[config.mk]
export PLATFORM = sky130hd
export DESIGN_NAME = as_mc_control
export DESIGN_NICKNAME = d
export VERILOG_FILES = /design/src/rtl/as_pack.sv /design/src/rtl/as_mc_aludec.sv /design/src/rtl/as_mc_control.sv
export SDC_FILE = /design/constraint.sdc
export NUM_CORES = 1
export LEC_CHECK = 0
export ABC_AREA = 1
export BUFFER_PORTS_ARGS = -buffer_cell sky130_fd_sc_hd__buf_4
export CAP_MARGIN = 10
export CELL_PAD_IN_SITES_DETAIL_PLACEMENT = 1
export CELL_PAD_IN_SITES_GLOBAL_PLACEMENT = 2
export CORE_MARGIN = 1.5
export CORE_UTILIZATION = 22
export DETAILED_ROUTE_END_ITERATION = 10
export PLACE_DENSITY_LB_ADDON = 0.15
export SLEW_MARGIN = 20
export SYNTH_ARGS = -nofsm -noshare
export SYNTH_HDL_FRONTEND = slang
export SYNTH_SLANG_ARGS = --single-unit
[constraint.sdc]
create_clock -name clk_i -period 3.1 [get_ports clk_i]
set_clock_uncertainty 0.05 [all_clocks]
set_input_delay 0.62 -clock clk_i [delete_from_list [all_inputs] [get_ports clk_i]]
set_output_delay 0.62 -clock clk_i [all_outputs]
set_load 0.01 [all_outputs]
[src/rtl/as_pack.sv]
// Shared encodings for the as_ core: multicycle control states, opcodes and
// datapath mux/ALU select values.
package as_pack;

  typedef enum logic [3:0] {
    S_FETCH,
    S_DECODE,
    S_MEMADR,
    S_MEMRD,
    S_MEMWB,
    S_MEMWR,
    S_EXECR,
    S_EXECI,
    S_ALUWB,
    S_BRANCH,
    S_JAL,
    S_JALR,
    S_JALRPC
  } mc_state_t;

  localparam logic [6:0] OP_LOAD  = 7'b0000011;
  localparam logic [6:0] OP_STORE = 7'b0100011;
  localparam logic [6:0] OP_R     = 7'b0110011;
  localparam logic [6:0] OP_I     = 7'b0010011;
  localparam logic [6:0] OP_BR    = 7'b1100011;
  localparam logic [6:0] OP_JAL   = 7'b1101111;
  localparam logic [6:0] OP_JALR  = 7'b1100111;

  localparam logic [2:0] ALU_ADD = 3'b000;
  localparam logic [2:0] ALU_SUB = 3'b001;
  localparam logic [2:0] ALU_AND = 3'b010;
  localparam logic [2:0] ALU_OR  = 3'b011;
  localparam logic [2:0] ALU_XOR = 3'b100;
  localparam logic [2:0] ALU_SLT = 3'b101;

  localparam logic [1:0] SRCA_PC    = 2'b00;
  localparam logic [1:0] SRCA_OLDPC = 2'b01;
  localparam logic [1:0] SRCA_A     = 2'b10;

  localparam logic [1:0] SRCB_B    = 2'b00;
  localparam logic [1:0] SRCB_IMM  = 2'b01;
  localparam logic [1:0] SRCB_FOUR = 2'b10;

  localparam logic [1:0] RES_ALUOUT = 2'b00;
  localparam logic [1:0] RES_DATA   = 2'b01;
  localparam logic [1:0] RES_ALU    = 2'b10;

  localparam logic [1:0] IMM_I = 2'b00;
  localparam logic [1:0] IMM_S = 2'b01;
  localparam logic [1:0] IMM_B = 2'b10;
  localparam logic [1:0] IMM_J = 2'b11;

endpackage

[src/rtl/as_mc_aludec.sv]
// func3/func7b5 to ALU operation decode, with the supported-func3 check used
// by both the multicycle and single-cycle control.
module as_mc_aludec
  import as_pack::*;
(
  input  logic [2:0] func3_i,
  input  logic       func7b5_i,
  input  logic       is_r_i,
  output logic [2:0] alu_sel_o,
  output logic       supported_o
);

  always_comb begin
    alu_sel_o   = ALU_ADD;
    supported_o = 1'b1;
    case (func3_i)
      3'b000:  alu_sel_o = (is_r_i && func7b5_i) ? ALU_SUB : ALU_ADD;
      3'b010:  alu_sel_o = ALU_SLT;
      3'b100:  alu_sel_o = ALU_XOR;
      3'b110:  alu_sel_o = ALU_OR;
      3'b111:  alu_sel_o = ALU_AND;
      default: supported_o = 1'b0;
    endcase
  end

endmodule

[src/rtl/as_mc_control.sv]
// Multicycle control FSM for the RV64I core: sequences the shared memory port
// and the single ALU, stalling on the memory ready/valid handshake.
module as_mc_control
  import as_pack::*;
#(
  parameter int unsigned MEM_TIMEOUT = 0
) (
  input  logic       clk_i,
  input  logic       rst_i,
  input  logic [6:0] opcode_i,
  input  logic [2:0] func3_i,
  input  logic       func7b5_i,
  input  logic       zero_i,
  input  logic       mem_ready_i,
  output logic       mem_req_o,
  output logic       mem_wr_o,
  output logic       adr_src_o,
  output logic       ir_wr_o,
  output logic       pc_wr_o,
  output logic       reg_wr_o,
  output logic [1:0] alu_src_a_o,
  output logic [1:0] alu_src_b_o,
  output logic [1:0] result_src_o,
  output logic [1:0] imm_src_o,
  output logic [2:0] alu_sel_o,
  output logic       illegal_o,
  output logic       fault_o
);

  localparam int unsigned CW = (MEM_TIMEOUT > 0) ? $clog2(MEM_TIMEOUT + 1) : 1;
  localparam logic [CW-1:0] TMO = CW'(MEM_TIMEOUT);

  mc_state_t     state, state_next;
  logic [CW-1:0] wait_cnt;
  logic          mem_state, timeout;
  logic [2:0]    dec_alu_sel;
  logic          dec_supported;

  as_mc_aludec u_aludec (
    .func3_i     (func3_i),
    .func7b5_i   (func7b5_i),
    .is_r_i      (state == S_EXECR),
    .alu_sel_o   (dec_alu_sel),
    .supported_o (dec_supported)
  );

  assign mem_state = (state == S_FETCH) || (state == S_MEMRD) || (state == S_MEMWR);
  assign timeout   = (MEM_TIMEOUT != 0) && mem_state && (wait_cnt == TMO);

  always_ff @(posedge clk_i) begin
    if (rst_i) begin
      state    <= S_FETCH;
      wait_cnt <= '0;
    end else begin
      state <= state_next;
      // Counter only runs while stalled in a memory state; any exit or timeout clears it.
      if ((MEM_TIMEOUT != 0) && mem_state && !mem_ready_i && !timeout)
        wait_cnt <= wait_cnt + CW'(1);
      else
        wait_cnt <= '0;
    end
  end

  always_comb begin
    state_next   = state;
    mem_req_o    = 1'b0;
    mem_wr_o     = 1'b0;
    adr_src_o    = 1'b0;
    ir_wr_o      = 1'b0;
    pc_wr_o      = 1'b0;
    reg_wr_o     = 1'b0;
    alu_src_a_o  = SRCA_PC;
    alu_src_b_o  = SRCB_B;
    result_src_o = RES_ALUOUT;
    imm_src_o    = IMM_I;
    alu_sel_o    = ALU_ADD;
    illegal_o    = 1'b0;
    fault_o      = timeout;
    case (state)
      S_FETCH: begin
        mem_req_o    = 1'b1;
        alu_src_b_o  = SRCB_FOUR;
        result_src_o = RES_ALU;
        ir_wr_o      = mem_ready_i && !timeout;
        pc_wr_o      = mem_ready_i && !timeout;
        if (!timeout && mem_ready_i) state_next = S_DECODE;
      end
      S_DECODE: begin
        alu_src_a_o = SRCA_OLDPC;
        alu_src_b_o = SRCB_IMM;
        imm_src_o   = IMM_B;
        state_next  = S_FETCH;
        case (opcode_i)
          OP_LOAD, OP_STORE: state_next = S_MEMADR;
          OP_R:    if (dec_supported) state_next = S_EXECR; else illegal_o = 1'b1;
          OP_I:    if (dec_supported) state_next = S_EXECI; else illegal_o = 1'b1;
          OP_BR:   if (func3_i[2:1] == 2'b00) state_next = S_BRANCH; else illegal_o = 1'b1;
          OP_JAL:  state_next = S_JAL;
          OP_JALR: state_next = S_JALR;
          default: illegal_o = 1'b1;
        endcase
      end
      S_MEMADR: begin
        alu_src_a_o = SRCA_A;
        alu_src_b_o = SRCB_IMM;
        imm_src_o   = (opcode_i == OP_STORE) ? IMM_S : IMM_I;
        state_next  = (opcode_i == OP_STORE) ? S_MEMWR : S_MEMRD;
      end
      S_MEMRD: begin
        mem_req_o = 1'b1;
        adr_src_o = 1'b1;
        if (timeout) state_next = S_FETCH;
        else if (mem_ready_i) state_next = S_MEMWB;
      end
      S_MEMWB: begin
        result_src_o = RES_DATA;
        reg_wr_o     = 1'b1;
        state_next   = S_FETCH;
      end
      S_MEMWR: begin
        mem_req_o = 1'b1;
        mem_wr_o  = 1'b1;
        adr_src_o = 1'b1;
        if (timeout || mem_ready_i) state_next = S_FETCH;
      end
      S_EXECR, S_EXECI: begin
        alu_src_a_o = SRCA_A;
        alu_src_b_o = (state == S_EXECR) ? SRCB_B : SRCB_IMM;
        alu_sel_o   = dec_alu_sel;
        state_next  = S_ALUWB;
      end
      S_ALUWB: begin
        reg_wr_o   = 1'b1;
        state_next = S_FETCH;
      end
      S_BRANCH: begin
        alu_src_a_o = SRCA_A;
        alu_sel_o   = ALU_SUB;
        pc_wr_o     = func3_i[0] ? !zero_i : zero_i;
        state_next  = S_FETCH;
      end
      S_JAL: begin
        alu_src_a_o = SRCA_OLDPC;
        alu_src_b_o = SRCB_FOUR;
        pc_wr_o     = 1'b1;
        state_next  = S_ALUWB;
      end
      S_JALR: begin
        alu_src_a_o  = SRCA_OLDPC;
        alu_src_b_o  = SRCB_FOUR;
        result_src_o = RES_ALU;
        reg_wr_o     = 1'b1;
        state_next   = S_JALRPC;
      end
      S_JALRPC: begin
        alu_src_a_o  = SRCA_A;
        alu_src_b_o  = SRCB_IMM;
        result_src_o = RES_ALU;
        pc_wr_o      = 1'b1;
        state_next   = S_FETCH;
      end
      default: state_next = S_FETCH;
    endcase
    if (rst_i) begin
      mem_req_o    = 1'b0;
      mem_wr_o     = 1'b0;
      adr_src_o    = 1'b0;
      ir_wr_o      = 1'b0;
      pc_wr_o      = 1'b0;
      reg_wr_o     = 1'b0;
      alu_src_a_o  = '0;
      alu_src_b_o  = '0;
      result_src_o = '0;
      imm_src_o    = '0;
      alu_sel_o    = '0;
      illegal_o    = 1'b0;
      fault_o      = 1'b0;
    end
  end

endmodule

Word-level counts from Yosys, hierarchy flattened
Cells that the tools add are included.
- add/subtract/negate cells: 0
- $mul: 0
- div/mod/pow operators: 0
- order comparisons: 0
- eq/ne operators: 26
- shift-type cells: 0
- multiplexer cells: 42
- bitwise gates (word level): 0
- reduce and logical (&&, ||, !) cells: 21
- operators with widths (operator ; count):
    one-hot mux 4 bit (7 select lines) ; 1
    one-hot mux 4 bit (6 select lines) ; 1
    equality test 7 bit, second input constant ; 3
    OR reduction 3 bit ; 7
    equality test 4 bit, second input constant ; 5
    two-way mux 1 bit ; 20
    equality test 4 x 3 -> 1 bit, second input constant ; 4
    two-way mux 4 bit ; 4
    one-hot mux 3 bit (5 select lines) ; 1
    equality test 7 x 6 -> 1 bit, second input constant ; 2
    two-way mux 3 bit ; 4
    one-hot mux 2 bit (2 select lines) ; 3
    OR reduction 2 bit ; 5
    OR reduction 5 bit ; 2
    equality test 3 bit, second input constant ; 3
    equality test 4 x 2 -> 1 bit, second input constant ; 2
    two-way mux 2 bit ; 4
    equality test 7 x 2 -> 1 bit, second input constant ; 1
    equality test 7 x 5 -> 1 bit, second input constant ; 1
    != test 2 bit, second input constant ; 3
    one-hot mux 1 bit (3 select lines) ; 2
    one-hot mux 2 bit (3 select lines) ; 1
    one-hot mux 3 bit (2 select lines) ; 1
    equality test 4 x 1 -> 1 bit, second input constant ; 1
    8 further kinds ; 8
- register bits: 4
- bits in latches: 0
- RAM bits: 0
- memory bits (read-only): 0
- input bits: 15
- logic and storage cells: 90
- memories: 0

Depth between registers and ports, before layout
Gate-level depths: netlist (run 1).
- depth in word-level cells: 7
- depth in mapped cells: 9

Modules after synthesis
A second synthesis (run 1) with hierarchy kept.
- cell total of the unflattened synthesis: 145
- area total of the unflattened synthesis: 765.7 sq um
- by module, submodules not included (module ; times used ; cells an instance ; area an instance (sq um) ; seq. area each (sq um)):
    as_mc_control ; 1 ; 132 ; 709.4 ; 80.1
    as_mc_aludec ; 1 ; 13 ; 56.3 ; 0.0

Worst setup path after synthesis (run 1)
No wires, ideal clock.
- kind: in2out
- from: in rst_i
- to: out alu_sel_o[2]
- arrival time: 1.349 ns
- path slack: 1.081 ns
- stages: 4
- path buffers: 1
- cells stage by stage: clkbuf_1 -> inv_1 -> nand2_1 -> nor4_1
- word-level cells in the longest chain between the ends: 1
- RTL lines (what ; RTL line ; text):
    from (decl) ; as_mc_control.sv:9 ; input logic rst_i,
    two-way mux 3 bit ; as_mc_control.sv:164 ; if (rst_i) begin
    to (decl) ; as_mc_control.sv:25 ; output logic [2:0] alu_sel_o,
Every way passes these cells.

Final worst setup path (run 1)
- from: in opcode_i[2]
- to: out illegal_o
- word-level cells in the longest chain between the ends: 5
- RTL lines (what ; RTL line ; text):
    from (decl) ; as_mc_control.sv:10 ; input logic [6:0] opcode_i,
    equality test 7 x 6 -> 1 bit (tied with other cells) ; as_mc_control.sv:93 ; case (opcode_i)
    OR reduction 4 bit (no source line) or OR reduction 2 bit (tied branches) ; - ;
    one-hot mux 1 bit (3 select lines) (*) ; as_mc_control.sv:93 ;
    two-way mux 1 bit (*) ; as_mc_control.sv:79 ; case (state)
    two-way mux 1 bit (*) ; as_mc_control.sv:164 ;
    to (decl) ; as_mc_control.sv:26 ; output logic illegal_o,
Mark *: on every way between the ends. The rest lies on a longest branch, timed or not.

==> results of run 1 <==
==> power breakdown <==
group | internal [mW] | switching, mW | total, mW | leakage (nW)
combinational | 0.0378 | 0.0540 | 0.0918 | 0.483
clock | 0.0434 | 0.0229 | 0.0663 | 0.0138
sequential | 0.0535 | 0.00206 | 0.0555 | 0.0325
total | 0.135 | 0.0790 | 0.214 | 0.529
==> layout by cell type (no fill, tap or decap), types with 2 or more instances in the layout <==
cell type,instances
clkbuf_4,3
o21ai_0,4
a21oi_1,9
nand2_2,6
a31oi_1,4
nor2_2,5
inv_2,4
nor2_1,16
nand2_1,26
o31ai_1,2
nand3_1,9
nor3_1,4
inv_1,19
dfxtp_1,4
buf_4,32
nor2_4,2
==> logic make-up after synthesis <==
group                     count (synthesis)
AOI/OAI and AO/OA                        23
xor gates and xnor gates                  1
buffers and inverters                    26
DFF                                       4
other                                     1
and+or+nand+nor                          74
==> per-layer routing <==
layer / global-route usage [%] / up-vias / share of wire (%)
li1: - / 479 / -
met1: 22.0 / 409 / 50
met2: 24.2 / 25 / 44
met3: 4.37 / 2 / 5.6
met4: 3.81 / 0 / 0.56
met5: 0 / - / 0
==> path summary, 6_finish.rpt <==
kind	slack, ns	cells past startpoint	start	endpoint
setup / recovery	0.74	10	opcode_i[2]	illegal_o
hold / removal	0.64	2	rst_i	state[0]$_SDFFE_PP0P_
setup reg to reg	1.64	7	state[0]$_SDFFE_PP0P_	state[2]$_SDFFE_PP0P_
hold reg to reg	0.68	4	state[0]$_SDFFE_PP0P_	state[0]$_SDFFE_PP0P_
==> area by class of cell <==
| cell class | instances | area share [%] |
|---|---|---|
| multi-input combinational | 99 | 51.9 |
| tap | 44 | 5.47 |
| timing repair buffer | 32 | 23.9 |
| clock buffer | 3 | 2.24 |
| inverter | 23 | 8.57 |
| sequential | 4 | 7.95 |
==> through the flow <==
step	total power, mW	util (%)	setup WS [ns]	cells
after floorplan	0.107	-	1.08	129
after global placement	0.148	32.3	0.773	202
after detailed placement	0.149	32.3	0.738	202
after CTS	0.218	33.0	0.734	205
after global routing	0.232	33.0	0.589	205
final	0.214	33.0	0.742	205
==> synthesized netlist by cell type <==
cell type | number | area, µm²
nor2_8 | 1 | 20.0
nand2_2 | 6 | 37.5
a21oi_2 | 1 | 8.76
nor2_2 | 5 | 31.3
o211ai_1 | 1 | 7.51
nor2_1 | 16 | 60.1
clkbuf_1 | 1 | 3.75
o22ai_1 | 1 | 6.26
o31ai_1 | 2 | 15.0
buf_1 | 1 | 3.75
nand3_2 | 1 | 10.0
inv_1 | 19 | 71.3
nand3_1 | 9 | 45.0
dfxtp_1 | 4 | 80.1
o21ai_0 | 4 | 20.0
nand4_1 | 1 | 6.26
a21oi_1 | 9 | 45.0
xor2_1 | 1 | 8.76
nor2_4 | 2 | 22.5
conb_1 | 1 | 3.75
nand2_4 | 1 | 11.3
buf_4 | 1 | 7.51
nor3_2 | 1 | 10.0
nor3_1 | 4 | 20.0
o21ai_1 | 1 | 5.00
inv_2 | 4 | 15.0
nor4_1 | 1 | 6.26
nand2_1 | 26 | 97.6
a31oi_1 | 4 | 25.0
==> summary.md, run 1 <==
| Metric | Value |
|---|---|
| Multiplexer area fraction after synthesis | `0%` |
| Final nets | `178` |
| P_leak | `0.529 nW` |
| VDD IR max | `188 µV` |
| CP Cell Sequence | `buf_4 > inv_1 > nand2_1 > nor2_2 > o21ai_0 > nand2_1 > o31ai_1 > o21ai_0 > inv_1 > buf_4` |
| WP data arrival | `1.69 ns` |
| Compound-Gate Fraction of Synth Area | `18.8%` |
| Post_cts resized | `0` |
| Final period util | `76.1%` |
| Die width | `59.6 µm` |
| Initial Utilization | `23.1%` |
| Vias in the first global route | `904` |
| Max reg flops | `4` |
| Xor-xnor portion of the synthesized cell area | `1.24%` |
| Sequential-to-total area share from yosys stat | `11.4%` |
| GR Util All Layers | `15.8%` |
| Synth cell types | `29` |
| Status | `finished clean` |
| WS Path Type | `in -> out` |
| HP Class | `in -> reg` |
| Crit path largest cell delay | `0.18 ns` |
| Hold Slack | `0.642 ns` |
| Post-Syn Instances | `129` |
| Final Max Slew Viols | `0` |
| DR WL/cell | `12.3 µm` |
| Total number of vias | `915` |
| Worst-path clk slew | `0.03 ns` |
| Root buffer cell | `clkbuf_4` |
| Synth Cell Area | `704 µm²` |
| Iteration-0 DRC count of the detailed router | `16` |
| First-pass GRT wire length | `4.21 mm` |
| Biggest registers after layout | `state (4)` |
| Post-CTS Hold Fix Bufs | `0` |
| Critical path data required time | `2.43 ns` |
| Core area | `0.00305 mm²` |
| Top delay family on crit path | `compound AO/OA/AOI/OAI gates` |
| Routed Antenna Nets | `0` |
| GPL Wtd Cong | `0.834` |
| Setup-failing EPs final | `0` |
| Yosys warning count | `0` |
| Unrepaired setup endpoints after global routing | `false` |
| Total grt overflow | `0` |
| Synth Register Bits | `4` |
| Post-route minimum period | `2.36 ns` |
| Initial antenna violation count | `0` |
| # Post-CTS Setup Buffers | `0` |
| Htree depth | `1` |
| Clock Latency Late Sink | `0.24 ns` |
| CTS Buf Count | `3` |
| Die Span Y | `59.6 µm` |
| Largest family of logic cells by synthesized area | `simple AND/OR/NAND/NOR gates` |
| Rows | `20` |
| Max-Cap Viols | `0` |
| ANT cells | `0` |
| Multi-input logic area | `523 µm²` |
| Hpwl dp | `2.09 mm` |
| FF+latch area | `80.1 µm²` |
| Area Overhead vs Synth | `43.0%` |
| Fraction of layout cells with a size suffix above 1 | `35.4%` |
| DR pass1 iterations | `4` |
| Crit. End Element | `primary output` |
| Post-synthesis adder-cell area fraction | `0%` |
| Setup TNS | `0 ns` |
| Slowest CP cell | `nor2_2` |
| # DRC | `0` |
| Fin area | `0.00101 mm²` |
| Worst path bufs/invs | `4` |
| DR vias/cell | `4.46` |
| Area after DPL | `985 µm²` |
| Clk buf depth | `2` |
| Pwr dens | `212 mW/mm²` |
| Biggest register | `state` |
| Largest net degree at the start of global routing | `20` |
| CTS tree | `done` |
| FILL cells | `435` |
| Die area | `0.00355 mm²` |
| Syn Area/Cell | `5.46 µm²` |
| Worst setup SP type | `primary input` |
| Clock sinks | `4` |
| Fmax | `424 MHz` |
| I/O Buffers | `32` |
| Synthesized Nets | `144` |
| I/O pins | `34` |
| Crit Path Max Fanout | `6` |
| Routed WL | `2.52 mm` |
| Final hold vios | `0` |
| Simple-Gate Fraction of Synth Area | `53.6%` |
Note: power is estimated with default switching activity, not from simulation.
==> run 2, diff against run 1 <==
--- a/config.mk
+++ b/config.mk
@@ -11,7 +11,7 @@
 export CELL_PAD_IN_SITES_DETAIL_PLACEMENT = 1
 export CELL_PAD_IN_SITES_GLOBAL_PLACEMENT = 2
 export CORE_MARGIN = 1.5
-export CORE_UTILIZATION = 22
+export CORE_UTILIZATION = 19
 export DETAILED_ROUTE_END_ITERATION = 10
 export PLACE_DENSITY_LB_ADDON = 0.15
 export SLEW_MARGIN = 20
==> constraint.sdc (replaced) <==
create_clock -name clk_i -period 2 [get_ports clk_i]
set_clock_uncertainty 0.05 [all_clocks]
set_input_delay 0.4 -clock clk_i [delete_from_list [all_inputs] [get_ports clk_i]]
set_output_delay 0.4 -clock clk_i [all_outputs]
set_load 0.01 [all_outputs]
==> run 2 against run 1 <==
Power is 88% higher. Sequential power rose by 57%. Global-route usage decreased by 2.6 points. Clock power increased to 2.6 times the previous value. Final area up 4.5%. Sequential share of layout area about the same. Final cell count rose by 1.5%. Register-to-register slack worse by 1.0 ns. Wire length hardly changed. Worst setup slack worse by 0.64 ns. Critical path type is now reg -> out.
==> summary.md, run 2 (synthesis gave the netlist of run 1 again) <==
| Metric | Value |
|---|---|
| Worst hold start | `rst_i (unchanged)` |
| GPL Wtd Cong | `0.828 (was 0.834)` |
| WP data arrival | `1.45 ns (was 1.69 ns)` |
| GR Util All Layers | `13.2% (was 15.8%)` |
| DR pass1 iterations | `3 (was 4)` |
| Commonest non-fill, non-tap cells in the layout | `buf_4, nand2_1, inv_1 (unchanged)` |
| Met3 wire len | `123 µm (was 142 µm)` |
| I/O Buffers | `32 (unchanged)` |
| Max-Cap Viols | `0 (unchanged)` |
| Final period util | `94.9%` |
| Critical path data required time | `1.55 ns (was 2.43 ns)` |
| CP startpoint | `state[3]$_SDFFE_PP0P_ (was opcode_i[2])` |
| Clock Latency Late Sink | `0.22 ns (was 0.24 ns)` |
| Multi-input logic area | `536 µm² (was 523 µm²)` |
| Worst setup SP type | `register (was primary input)` |
| Final nets | `179 (was 178)` |
| Hold Slack | `0.451 ns (was 0.642 ns)` |
| DRT met1 WL | `1.22 mm (was 1.26 mm)` |
| VDD IR max | `143 µV (was 188 µV)` |
| R2R Setup Slk | `0.61 ns (was 1.64 ns)` |
| Worst-path clk slew | `0.03 ns (about the same)` |
| HP Class | `in -> reg (unchanged)` |
| Post_cts resized | `2 (was 0)` |
| Final hold vios | `0 (unchanged)` |
| Die area | `0.00408 mm² (was 0.00355 mm²)` |
| CTS tree | `done (unchanged)` |
| Crit. End Element | `primary output (unchanged)` |
| Status | `finished clean (unchanged)` |
| Root buffer cell | `clkbuf_8 (was clkbuf_4)` |
| FF+latch area | `83.8 µm² (was 80.1 µm²)` |
| Hpwl dp | `2.10 mm (was 2.09 mm)` |
| Total grt overflow | `0 (unchanged)` |
| Metal2 WL | `1.16 mm (was 1.10 mm)` |
| R2r startpoint | `state[0]$_SDFFE_PP0P_ (unchanged)` |
| Initial Utilization | `20.5% (was 23.1%)` |
| Crit Path Max Fanout | `6 (unchanged)` |
| DR vias/cell | `4.44 (was 4.46)` |
| Utilization after layout | `30.6% (was 33.0%)` |
| Die width | `63.9 µm (was 59.6 µm)` |
| Biggest registers after layout | `state (4) (unchanged)` |
| Biggest register | `state (unchanged)` |
| Initial antenna violation count | `0 (unchanged)` |
| I/O pins | `34 (unchanged)` |
| Pwr dens | `382 mW/mm² (was 212 mW/mm²)` |
| Rows | `21 (was 20)` |
| Die Span Y | `63.9 µm (was 59.6 µm)` |
| Setup-failing EPs final | `0 (unchanged)` |
| # Post-CTS Setup Buffers | `0 (unchanged)` |
| Commonest non-fill, non-tap cell in the layout | `buf_4 (unchanged)` |
| Routed WL | `2.52 mm (about the same)` |
| WS Path Type | `reg -> out (was in -> out)` |
| Fraction of layout cells with a size suffix above 1 | `39.5% (was 35.4%)` |
| Post-CTS Hold Fix Bufs | `0 (unchanged)` |
| Clock sinks | `4 (unchanged)` |
| FILL cells | `461 (was 435)` |
| # DRC | `0 (unchanged)` |
| DR top layer | `met4 (unchanged)` |
| First-pass GRT wire length | `4.33 mm (was 4.21 mm)` |
| P_leak | `0.544 nW (was 0.529 nW)` |
| Total number of vias | `923 (was 915)` |
| Area Overhead vs Synth | `49.4% (was 43.0%)` |
| DR WL/cell | `12.1 µm (was 12.3 µm)` |
| Post-route minimum period | `1.90 ns` |
| Routed Antenna Nets | `0 (unchanged)` |
| Core area | `0.00344 mm² (was 0.00305 mm²)` |
| Iteration-0 DRC count of the detailed router | `20 (was 16)` |
| Final Max Slew Viols | `0 (unchanged)` |
| Max reg flops | `4 (unchanged)` |
| ANT cells | `0 (unchanged)` |
| Fmax | `527 MHz` |
| Vias in the first global route | `937 (was 904)` |
| Largest net degree at the start of global routing | `20 (unchanged)` |
| Clk buf depth | `2 (unchanged)` |
| Htree depth | `1 (unchanged)` |
| Unrepaired setup endpoints after global routing | `true (was false)` |
| CTS Buf Count | `3 (unchanged)` |
-- run 2: cell types whose count changed in the layout (fill, tap and decap cells not counted), moves of 3 or more --
cell	before	now
dfxtp_2	0	3
dfxtp_1	4	1
clkbuf_8	0	3
clkbuf_4	3	0
-- run 2: layer usage --
| layer | vias up | global-route usage [%] |
|---|---|---|
| li1 | 481 | - |
| met1 | 410 | 18.2 |
| met2 | 30 | 21.2 |
| met3 | 2 | 1.76 |
| met4 | 0 | 4.08 |
| met5 | - | 0 |
-- run 2: path summary, 6_finish.rpt --
| check | endpoint | cells after the start |
|---|---|---|
| min | state[0]$_SDFFE_PP0P_ | 2 |
| max | alu_src_a_o[0] | 5 |
| max reg2reg | state[0]$_SDFFE_PP0P_ | 8 |
| min reg2reg | state[2]$_SDFFE_PP0P_ | 3 |
-- run 2: critical path, cell delays in order, from the launching register on --
cell and delay [ns]:
dfxtp_2 0.45, inv_2 0.06, nor2_2 0.23, nand2_1 0.13
a21oi_1 0.21, buf_4 0.15
-- run 2: power by group --
group          total [mW]  switching, mW  internal [mW]
clock network       0.170         0.0419          0.128
logic               0.144         0.0841         0.0602
registers          0.0870        0.00390         0.0831
-- run 2: cell type report --
type                            count  share of cell area, %
Timing Repair Buffer               33                   23.5
Sequential cell                     4                   7.97
Multi-Input combinational cell     99                   50.9
Tap cell                           46                   5.47
Inverter                           23                   8.20
Clock buffer                        3                   3.92
-- run 2: metrics by stage --
stage	cells	TNS, ns	total power, mW	worst slack, ns	area [µm²]
6_report	208	0	0.402	0.102	1050
5_1_grt	208	-0.0221	0.432	-0.0221	1050
4_1_cts	208	0	0.406	0.0326	1040
3_5_place_dp	205	0	0.231	0.0898	995
3_3_place_gp	205	0	0.230	0.126	995
2_1_floorplan	129	0	0.166	0.408	704
